<file path="src/rtl/fwd_pkg.sv">
// Shared types and constants for the ID-stage branch forwarding and hazard unit.
package fwd_pkg;

  typedef enum logic [1:0] {
    FWD_RF  = 2'b00,
    FWD_MEM = 2'b01,
    FWD_WB  = 2'b10,
    FWD_MUL = 2'b11
  } fwd_sel_e;

  // Wide enough for any register-address width; slice to REG_AW at the use site.
  localparam logic [31:0] REG_ZERO = '0;

endpackage

</file>
<file path="src/rtl/mul_scoreboard.sv">
// Multiplier scoreboard: per-register pending bits, outstanding-multiply count,
// full and WAW detection for a multiply waiting in ID.
module mul_scoreboard
  import fwd_pkg::*;
#(
  parameter int unsigned REG_AW  = 5,
  parameter int unsigned MUL_MAX = 4
) (
  input  logic                   clk,
  input  logic                   reset,
  input  logic                   issue,
  input  logic [REG_AW-1:0]      issue_rd,
  input  logic                   done,
  input  logic [REG_AW-1:0]      done_rd,
  input  logic [REG_AW-1:0]      chk_rd,
  output logic [(1<<REG_AW)-1:0] pending,
  output logic                   full,
  output logic                   waw
);

  localparam int unsigned CW = $clog2(MUL_MAX + 1);

  logic [(1<<REG_AW)-1:0] pending_d;
  logic [CW-1:0]          mul_cnt, mul_cnt_d;
  logic                   inc, dec;

  // Clear first so that a same-cycle set on the same register wins.
  always_comb begin
    pending_d = pending;
    if (done) pending_d[done_rd] = 1'b0;
    if (issue && issue_rd != REG_ZERO[REG_AW-1:0]) pending_d[issue_rd] = 1'b1;
  end

  assign inc = issue;
  assign dec = done && (mul_cnt != '0);

  always_comb begin
    mul_cnt_d = mul_cnt;
    if (inc && !dec)      mul_cnt_d = mul_cnt + CW'(1);
    else if (dec && !inc) mul_cnt_d = mul_cnt - CW'(1);
  end

  always_ff @(posedge clk or posedge reset) begin
    if (reset) begin
      pending <= '0;
      mul_cnt <= '0;
    end else begin
      pending <= pending_d;
      mul_cnt <= mul_cnt_d;
    end
  end

  assign full = (mul_cnt == CW'(MUL_MAX)) && !done;
  assign waw  = pending[chk_rd] && (chk_rd != REG_ZERO[REG_AW-1:0]) &&
                !(done && done_rd == chk_rd);

endmodule

</file>
<file path="src/rtl/branch_fwd_scoreboard.sv">
// ID-stage operand forwarding, stall generation and stall watchdog for early branches.
// Optional FWD_STALL_STATS_EN adds a saturating stall_cycles counter output.
module branch_fwd_scoreboard
  import fwd_pkg::*;
#(
  parameter int unsigned REG_AW    = 5,
  parameter int unsigned NUM_SRC   = 2,
  parameter int unsigned MUL_MAX   = 4,
  parameter int unsigned STALL_TMO = 64
) (
  input  logic                      clk,
  input  logic                      reset,
  input  logic                      id_valid,
  input  logic                      id_branch,
  input  logic                      id_is_mul,
  input  logic [REG_AW-1:0]         id_rd,
  input  logic [NUM_SRC*REG_AW-1:0] id_rs,
  input  logic [NUM_SRC-1:0]        id_rs_used,
  input  logic                      ex_issue,
  input  logic [REG_AW-1:0]         ex_rd,
  input  logic                      ex_regwrite,
  input  logic                      ex_is_load,
  input  logic [REG_AW-1:0]         m_rd,
  input  logic                      m_regwrite,
  input  logic                      m_is_load,
  input  logic [REG_AW-1:0]         w_rd,
  input  logic                      w_regwrite,
  input  logic                      mul_done,
  input  logic [REG_AW-1:0]         mul_rd,
  output logic [NUM_SRC*2-1:0]      fwd_sel,
  output logic                      stall,
  output logic                      hazard_err
`ifdef FWD_STALL_STATS_EN
  ,
  output logic [31:0]               stall_cycles
`endif
);

  localparam int unsigned TW = $clog2(STALL_TMO) + 1;

  logic [(1<<REG_AW)-1:0] pending;
  logic                   mul_full, mul_waw, mul_stall;
  logic [NUM_SRC-1:0]     chan_stall;
  logic [TW-1:0]          tmo_cnt;
  logic                   unused_ex_load;

  assign unused_ex_load = ex_is_load;

  mul_scoreboard #(
    .REG_AW  (REG_AW),
    .MUL_MAX (MUL_MAX)
  ) u_mul_scoreboard (
    .clk      (clk),
    .reset    (reset),
    .issue    (ex_issue && id_is_mul),
    .issue_rd (id_rd),
    .done     (mul_done),
    .done_rd  (mul_rd),
    .chk_rd   (id_rd),
    .pending  (pending),
    .full     (mul_full),
    .waw      (mul_waw)
  );

  for (genvar k = 0; k < NUM_SRC; k++) begin : g_chan
    logic [REG_AW-1:0] rs;
    logic              live;
    fwd_sel_e          sel;

    assign rs   = id_rs[k*REG_AW +: REG_AW];
    assign live = id_valid && id_branch && id_rs_used[k] && (rs != REG_ZERO[REG_AW-1:0]);

    always_comb begin
      sel = FWD_RF;
      if (live) begin
        if (m_regwrite && !m_is_load && m_rd == rs) sel = FWD_MEM;
        else if (mul_done && mul_rd == rs)          sel = FWD_MUL;
        else if (w_regwrite && w_rd == rs)          sel = FWD_WB;
      end
    end

    assign chan_stall[k] = live && ((ex_regwrite && ex_rd == rs) ||
                                    (m_regwrite && m_is_load && m_rd == rs) ||
                                    (pending[rs] && !(mul_done && mul_rd == rs)));
    assign fwd_sel[2*k +: 2] = reset ? 2'b00 : sel;
  end

  assign mul_stall = id_valid && id_is_mul && (mul_full || mul_waw);
  assign stall     = !reset && ((|chan_stall) || mul_stall);

  always_ff @(posedge clk or posedge reset) begin
    if (reset) begin
      tmo_cnt    <= '0;
      hazard_err <= 1'b0;
    end else begin
      if (!stall)                            tmo_cnt <= '0;
      else if (tmo_cnt != TW'(STALL_TMO - 1)) tmo_cnt <= tmo_cnt + TW'(1);
      if (stall && tmo_cnt == TW'(STALL_TMO - 1)) hazard_err <= 1'b1;
    end
  end

`ifdef FWD_STALL_STATS_EN
  always_ff @(posedge clk or posedge reset) begin
    if (reset)                                     stall_cycles <= '0;
    else if (stall && stall_cycles != 32'hFFFF_FFFF) stall_cycles <= stall_cycles + 32'd1;
  end
`endif

endmodule

</file>
<file path="config.mk">
export PLATFORM = sky130hd
export DESIGN_NAME = branch_fwd_scoreboard
export DESIGN_NICKNAME = d
export VERILOG_FILES = /design/src/rtl/fwd_pkg.sv /design/src/rtl/mul_scoreboard.sv /design/src/rtl/branch_fwd_scoreboard.sv
export SDC_FILE = /design/constraint.sdc
export NUM_CORES = 1
export LEC_CHECK = 0
export CORE_ASPECT_RATIO = 0.9
export CORE_MARGIN = 2
export CORE_UTILIZATION = 50
export DETAILED_ROUTE_END_ITERATION = 6
export PLACE_DENSITY = 0.74
export SYNTH_ARGS = -nofsm -noshare
export SYNTH_HDL_FRONTEND = slang
export SYNTH_SLANG_ARGS = --single-unit
</file>
<file path="constraint.sdc">
create_clock -name clk -period 6.4 [get_ports clk]
set_input_delay 1.28 -clock clk [delete_from_list [all_inputs] [get_ports clk]]
set_output_delay 1.28 -clock clk [all_outputs]
set_load 0.01 [all_outputs]
</file>
-- Yosys cells after proc, flatten, opt, wreduce, memory -nomap -nowiden
Index checks and enable logic that the tools add are counted.
- register bits after elaboration: 43
- input port bits: 49
- output and inout bits: 6
- word-level logic and storage cells: 111
- add/sub/neg operators: 3
- order comparisons: 6
- equality and inequality tests: 13
- muxes and demuxes: 26
- bitwise operators: 3
- reductions and logical operators: 56
- operators by type and width (cell ; number):
    $mux 32 ; 2
    $eq 5x5->1 ; 9
    $logic_and 1x1->1 ; 36
    $and 32x32->32 ; 1
    $not 32->32 ; 1
    $or 32x32->32 ; 1
    $lt 5x6->1 const B ; 4
    $mux 2 ; 10
    $bmux 1 s5 ; 3
    $reduce_bool 5->1 ; 3
    $mux 7 ; 2
    $demux 1 s5 ; 2
    $ge 5x1->1 const B ; 2
    $logic_not 1->1 ; 8
    $add 7x1->7 const B ; 1
    $eq 7x6->1 const B ; 1
    $ne 7x6->1 const B ; 1
    $logic_or 1x1->1 ; 6
    $mux 3 ; 2
    $mux 1 ; 5
    $add 3x1->3 const B ; 1
    $eq 3x3->1 const B ; 1
    $reduce_bool 3->1 ; 1
    $sub 3x1->3 const B ; 1
    other kinds (3) ; 3

-- Depth between registers and ports, before layout
- word-level depth: 10
- depth in mapped cells: 9
- depth with buffers taken out: 8

-- By module
A second synthesis with hierarchy kept.
- cells, all modules: 355
- area, all modules: 3424.5 um2
- by module, submodules not included (module ; times used ; cells an instance ; area an instance (um2) ; seq. area each (um2)):
    mul_scoreboard ; 1 ; 182 ; 1859.3 ; 875.8
    branch_fwd_scoreboard ; 1 ; 173 ; 1565.3 ; 200.2

-- Worst setup path before layout
OpenSTA, ideal clock, no wires.
- path type: input -> output
- from: input port reset
- to: output port stall
- arrival time: 3.215 ns
- data required time: 5.120 ns
- setup slack: 1.905 ns
- stages on the path: 6
- buffers on the path: 0
- path through: inv_1 -> and3_1 -> o211ai_1 -> nor3b_1 -> nor4_4 -> inv_1
- longest elaborated chain between the ends: 2
- ends and longest elaborated chain (element ; line ; text):
    start: declaration ; branch_fwd_scoreboard.sv:12 ; input logic reset,
    $logic_not 1->1 (no source line) ; -- ;
    $logic_and 1x1->1 ; branch_fwd_scoreboard.sv:89 ; assign stall = !reset && ((|chan_stall) || mul_stall);
    end: declaration ; branch_fwd_scoreboard.sv:31 ; output logic stall,
Every way passes these cells.

-- Worst setup path in the final report
- from: input port id_rd[0]
- to: output port stall
- longest elaborated chain between the ends: 8
- elaborated cells on any way between the ends: 12
- classes of those cells: 1 x eq/ne; 2 x mux; 9 x reduce/logical
- ends and longest elaborated chain (element ; line ; text):
    start: declaration ; branch_fwd_scoreboard.sv:16 ; input logic [REG_AW-1:0] id_rd,
    $bmux 1 s5 or $eq 5x5->1 (tied branches) ; mul_scoreboard.sv:54, mul_scoreboard.sv:55 ;
    $mux 1 (not written as such) or $logic_and 1x1->1 (tied branches) ; mul_scoreboard.sv:54, mul_scoreboard.sv:55 ;
    $logic_and 1x1->1 or $logic_not 1->1 (tied branches) ; mul_scoreboard.sv:54, mul_scoreboard.sv:55 ;
    $logic_and 1x1->1 * ; mul_scoreboard.sv:54 ; assign waw = pending[chk_rd] && (chk_rd != REG_ZERO[REG_AW-1:0]) &&
    $logic_or 1x1->1 * ; branch_fwd_scoreboard.sv:88 ; assign mul_stall = id_valid && id_is_mul && (mul_full || mul_waw);
    $logic_and 1x1->1 * ; branch_fwd_scoreboard.sv:88 ;
    $logic_or 1x1->1 * ; branch_fwd_scoreboard.sv:89 ;
    $logic_and 1x1->1 * ; branch_fwd_scoreboard.sv:89 ;
Mark *: on every way between the ends. The rest lies on a longest branch, timed or not. The select of a mux whose other input is x is not followed.

==> results.md <==
- Violation count after the first detailed-route iteration: 313
- Maximum number of pins on one net before global-route repair: between 40 and 50
- Post-synthesis cell count: 345
- Switching power: 0.000261 W
- Post-DR vias/cell: 6.27
- Aggregate routed wire length: 9450 um
- Initial antenna violation count: 0
- Total I/O pin count: 55
- Placed wire-length estimate after detailed placement: 6880 um
- TritonCTS clock tree: yes
- Type of the setup path with the least slack: in -> out
- Row count: 28
- Root Buffer: sky130_fd_sc_hd__clkbuf_8
- Antenna cell count: 0
- Total Neg Setup Slack: 0 ns
- Count of unresolved DRC violations after routing: 0
- Fraction of power spent switching nets: 0.327
- Worst-skew pair later-pin latency: 0.30 ns
- Max Root-Sink Buffers: 2
- Top-area cell type share of the netlist area: 0.323
- Post-synthesis sequential element count: 43
- Upper clock frequency limit: 173 MHz
- First-pass GRT wire length: 15,500 um
- Total grt overflow: 0
- Setup repair after global routing missed its margin: no
- Crit path cell chain: clkdlybuf4s50_1, buf_4, mux2_2, a2111oi_0, o21ai_0, and3_1, nor4_4, inv_1, clkdlybuf4s50_1
- Headroom to the max-slew limit: 0.509
- Total CTS buffers: 5
- Slowest stage cell on the critical path: sky130_fd_sc_hd__clkdlybuf4s50_1
- Post-CTS setup buffer count: 0
- Outcome: finished, final reports clean
- PwrDens: 199 nW/um2
- Arrival time at the worst endpoint: 4.50 ns
- Post-CTS resize count: 0
- Warning count from the yosys run: 0
- Synth area leader: sky130_fd_sc_hd__dfrtp_1
- Type of origin of the critical path: primary input
- CTS hold repair buffers: 0
- Most repeated cell in the gate-level netlist after synthesis: sky130_fd_sc_hd__o21ai_0
- Total count of max-transition violations in the final report: 0
- Largest cells by area after synthesis: sky130_fd_sc_hd__dfrtp_1, sky130_fd_sc_hd__mux4_2, sky130_fd_sc_hd__o21ai_0
- Fraction of the cycle the final worst path needs: 0.904
- Die Area: approximately 7300 um2
- Combinational Power Share: 0.322
- Pre-Repair DR Iteration Count: 4
- DR vias: 2,996
- Reported max-cap violation count: 0
- Flop pwr share: 0.461
- Width of the die: 90.1 um
- Internal power component: 0.000537 W
- Fraction of layout cells with a size suffix above 1: 0.119
- CP bufs+invs: 4
- Final Critical Period: 5.78 ns
- Core area: 6520 um2
- Layout-stage area growth over the synthesis result: 20.3%
- Category of cells accounting for the largest share of critical-path delay: buffers and inverters
- Global placer's final weighted congestion: 0.882
- Average wire per standard cell: between 15 and 20 um
- Num Clock Sinks: 43
- Largest fanout on the critical path: 11
- Unique cell type count in the Yosys netlist: between 40 and 50
- Starting density of the core: 0.512
- Endpoint kind of the worst setup timing path: output port
- Leakage: 1.51 nW
- NumNets Final: 439
- Global-route usage over all layers: 0.271
- Die height: 81.5 um
- Setup skew after layout: between 0.004 and 0.005 ns
- Sequential fraction of the synthesis area: 0.323
- Antenna Violating Nets Remaining: 0
- Most used cell along the critical path: sky130_fd_sc_hd__clkdlybuf4s50_1
- Worst-path clk slew: around 0.08 ns
- Count of placed standard cells in the final layout, fillers left out: 478
- Critical path's largest stage delay: approximately 0.93 ns
- Number of buffers added on ports: 53
- Number of enable flip-flop cells after synthesis: 0
- Vias in the first global route: 3,034
- Commonest cells post-synth: sky130_fd_sc_hd__o21ai_0, sky130_fd_sc_hd__dfrtp_1, sky130_fd_sc_hd__xor2_1
- Number of setup violations in the final report: 0
- Total number of H-tree levels: 2
- Post-Syn Area: 3330 um2
- Main synth FF type: sky130_fd_sc_hd__dfrtp_1
- Async set-or-reset flop fraction in the synthesized netlist: 1.00
- Transition time of the tightest slew-check pin: 0.734 ns
- Number of cells after detailed placement: 470
- Class of the tightest hold or removal check: reg -> reg
- Share of power burned in the clock network: 0.217
- Net Count, Synth: 397
- Endpoints failing hold: 0
- Syn Area/Cell: 9.67 um2
- Max VDD drop: 0.0944 mV
- Data required time of the critical path: 5.12 ns
[placed cells by master (no fill, tap or decap), drive strengths merged, types with 2 or more instances in the layout]
| cell | instances |
|---|---|
| o22ai | 2 |
| a21oi | 3 |
| a2111oi | 2 |
| nor3 | 7 |
| or3b | 5 |
| a32oi | 2 |
| nor4 | 9 |
| o31ai | 3 |
| buf | 7 |
| o21ai | 65 |
| nand3b | 13 |
| and3 | 6 |
| nor2 | 16 |
| mux2i | 8 |
| xor2 | 31 |
| nor2b | 5 |
| a41oi | 2 |
| clkbuf | 6 |
| clkdlybuf4s50 | 53 |
| clkinv | 2 |
| inv | 4 |
| mux2 | 3 |
| mux4 | 22 |
| xnor2 | 19 |
| nand3 | 18 |
| and2 | 2 |
| nand2 | 16 |
| ha | 2 |
| dfrtp | 43 |
[path summary, 6_finish.rpt]
| check | start | to | slack [ns] | cells after the start |
|---|---|---|---|---|
| hold reg to reg | hazard_err | hazard_err | 0.48 | 1 |
| min in group asynchronous | reset | u_mul_scoreboard.pending[2] | 1.50 | 3 |
| max in group asynchronous | reset | u_mul_scoreboard.pending[23] | 4.52 | 3 |
| setup / recovery | id_rd[0] | stall | 0.62 | 9 |
| hold / removal | hazard_err | hazard_err | 0.48 | 1 |
| setup reg to reg | u_mul_scoreboard.pending[23] | hazard_err | 4.02 | 8 |
[through the flow]
| step | utilization | cell area [um2] | setup WS (ns) | hold WS [ns] | power (W) |
|---|---|---|---|---|---|
| after floorplan | - | 3330 | 1.90 | 0.455 | 0.000536 |
| after global placement | 0.603 | 3930 | 0.658 | 0.463 | 0.000617 |
| after detailed placement | 0.603 | 3930 | 0.644 | 0.467 | 0.000626 |
| after CTS | 0.616 | 4010 | 0.637 | 0.488 | 0.000796 |
| after global routing | 0.616 | 4010 | 0.424 | 0.504 | 0.000841 |
| final | 0.616 | 4010 | 0.617 | 0.482 | 0.000797 |
[layout make-up]
cell class                 count  area [um2]
clock buffer                   6        72.6
tap                           90         113
multi-input combinational    272        2140
clock inverter                 2        12.5
timing repair buffer          60         583
fill                         550        2500
sequential                    43        1080
inverter                       5        18.8
[registers in the layout, summed over array words and instances (netlist names)]
name	count
hazard_err	1
u_mul_scoreboard.mul_cnt	3
tmo_cnt	7
u_mul_scoreboard.pending	32
[power by group through the flow]
| stage | Clock [W] | Combinational, W | Sequential [W] |
|---|---|---|---|
| finish | 0.000173 | 0.000257 | 0.000367 |
| global route | 0.000184 | 0.000283 | 0.000374 |
| CTS | 0.000174 | 0.000256 | 0.000365 |
| detailed placement | 0 | 0.000254 | 0.000371 |
| global placement | 0 | 0.000249 | 0.000368 |
| floorplan | 0 | 0.000180 | 0.000356 |
[routing by layer]
layer	share of wire	wire, um	vias up	track usage
met5	0	0	-	0
met1	0.43	4110	1477	0.365
met2	0.45	4270	145	0.429
li1	-	-	1352	-
met4	0.026	243	0	0.129
met3	0.088	834	22	0.0541
[logic make-up (layout without fill, tap and decap cells)]
family                   count (synthesis)  count (layout)  share of synthesized area
AND/OR/NAND/NOR                        103             103                      0.175
multiplexers                            33              33                      0.183
adder cells (fa/ha/maj)                  3               3                     0.0135
AO/OA/AOI/OAI                           83              83                      0.138
XOR/XNOR                                50              50                      0.131
buffers and inverters                   30              73                     0.0368
flip-flops                              43              43                      0.323
Power figures use the tool's default switching activity.
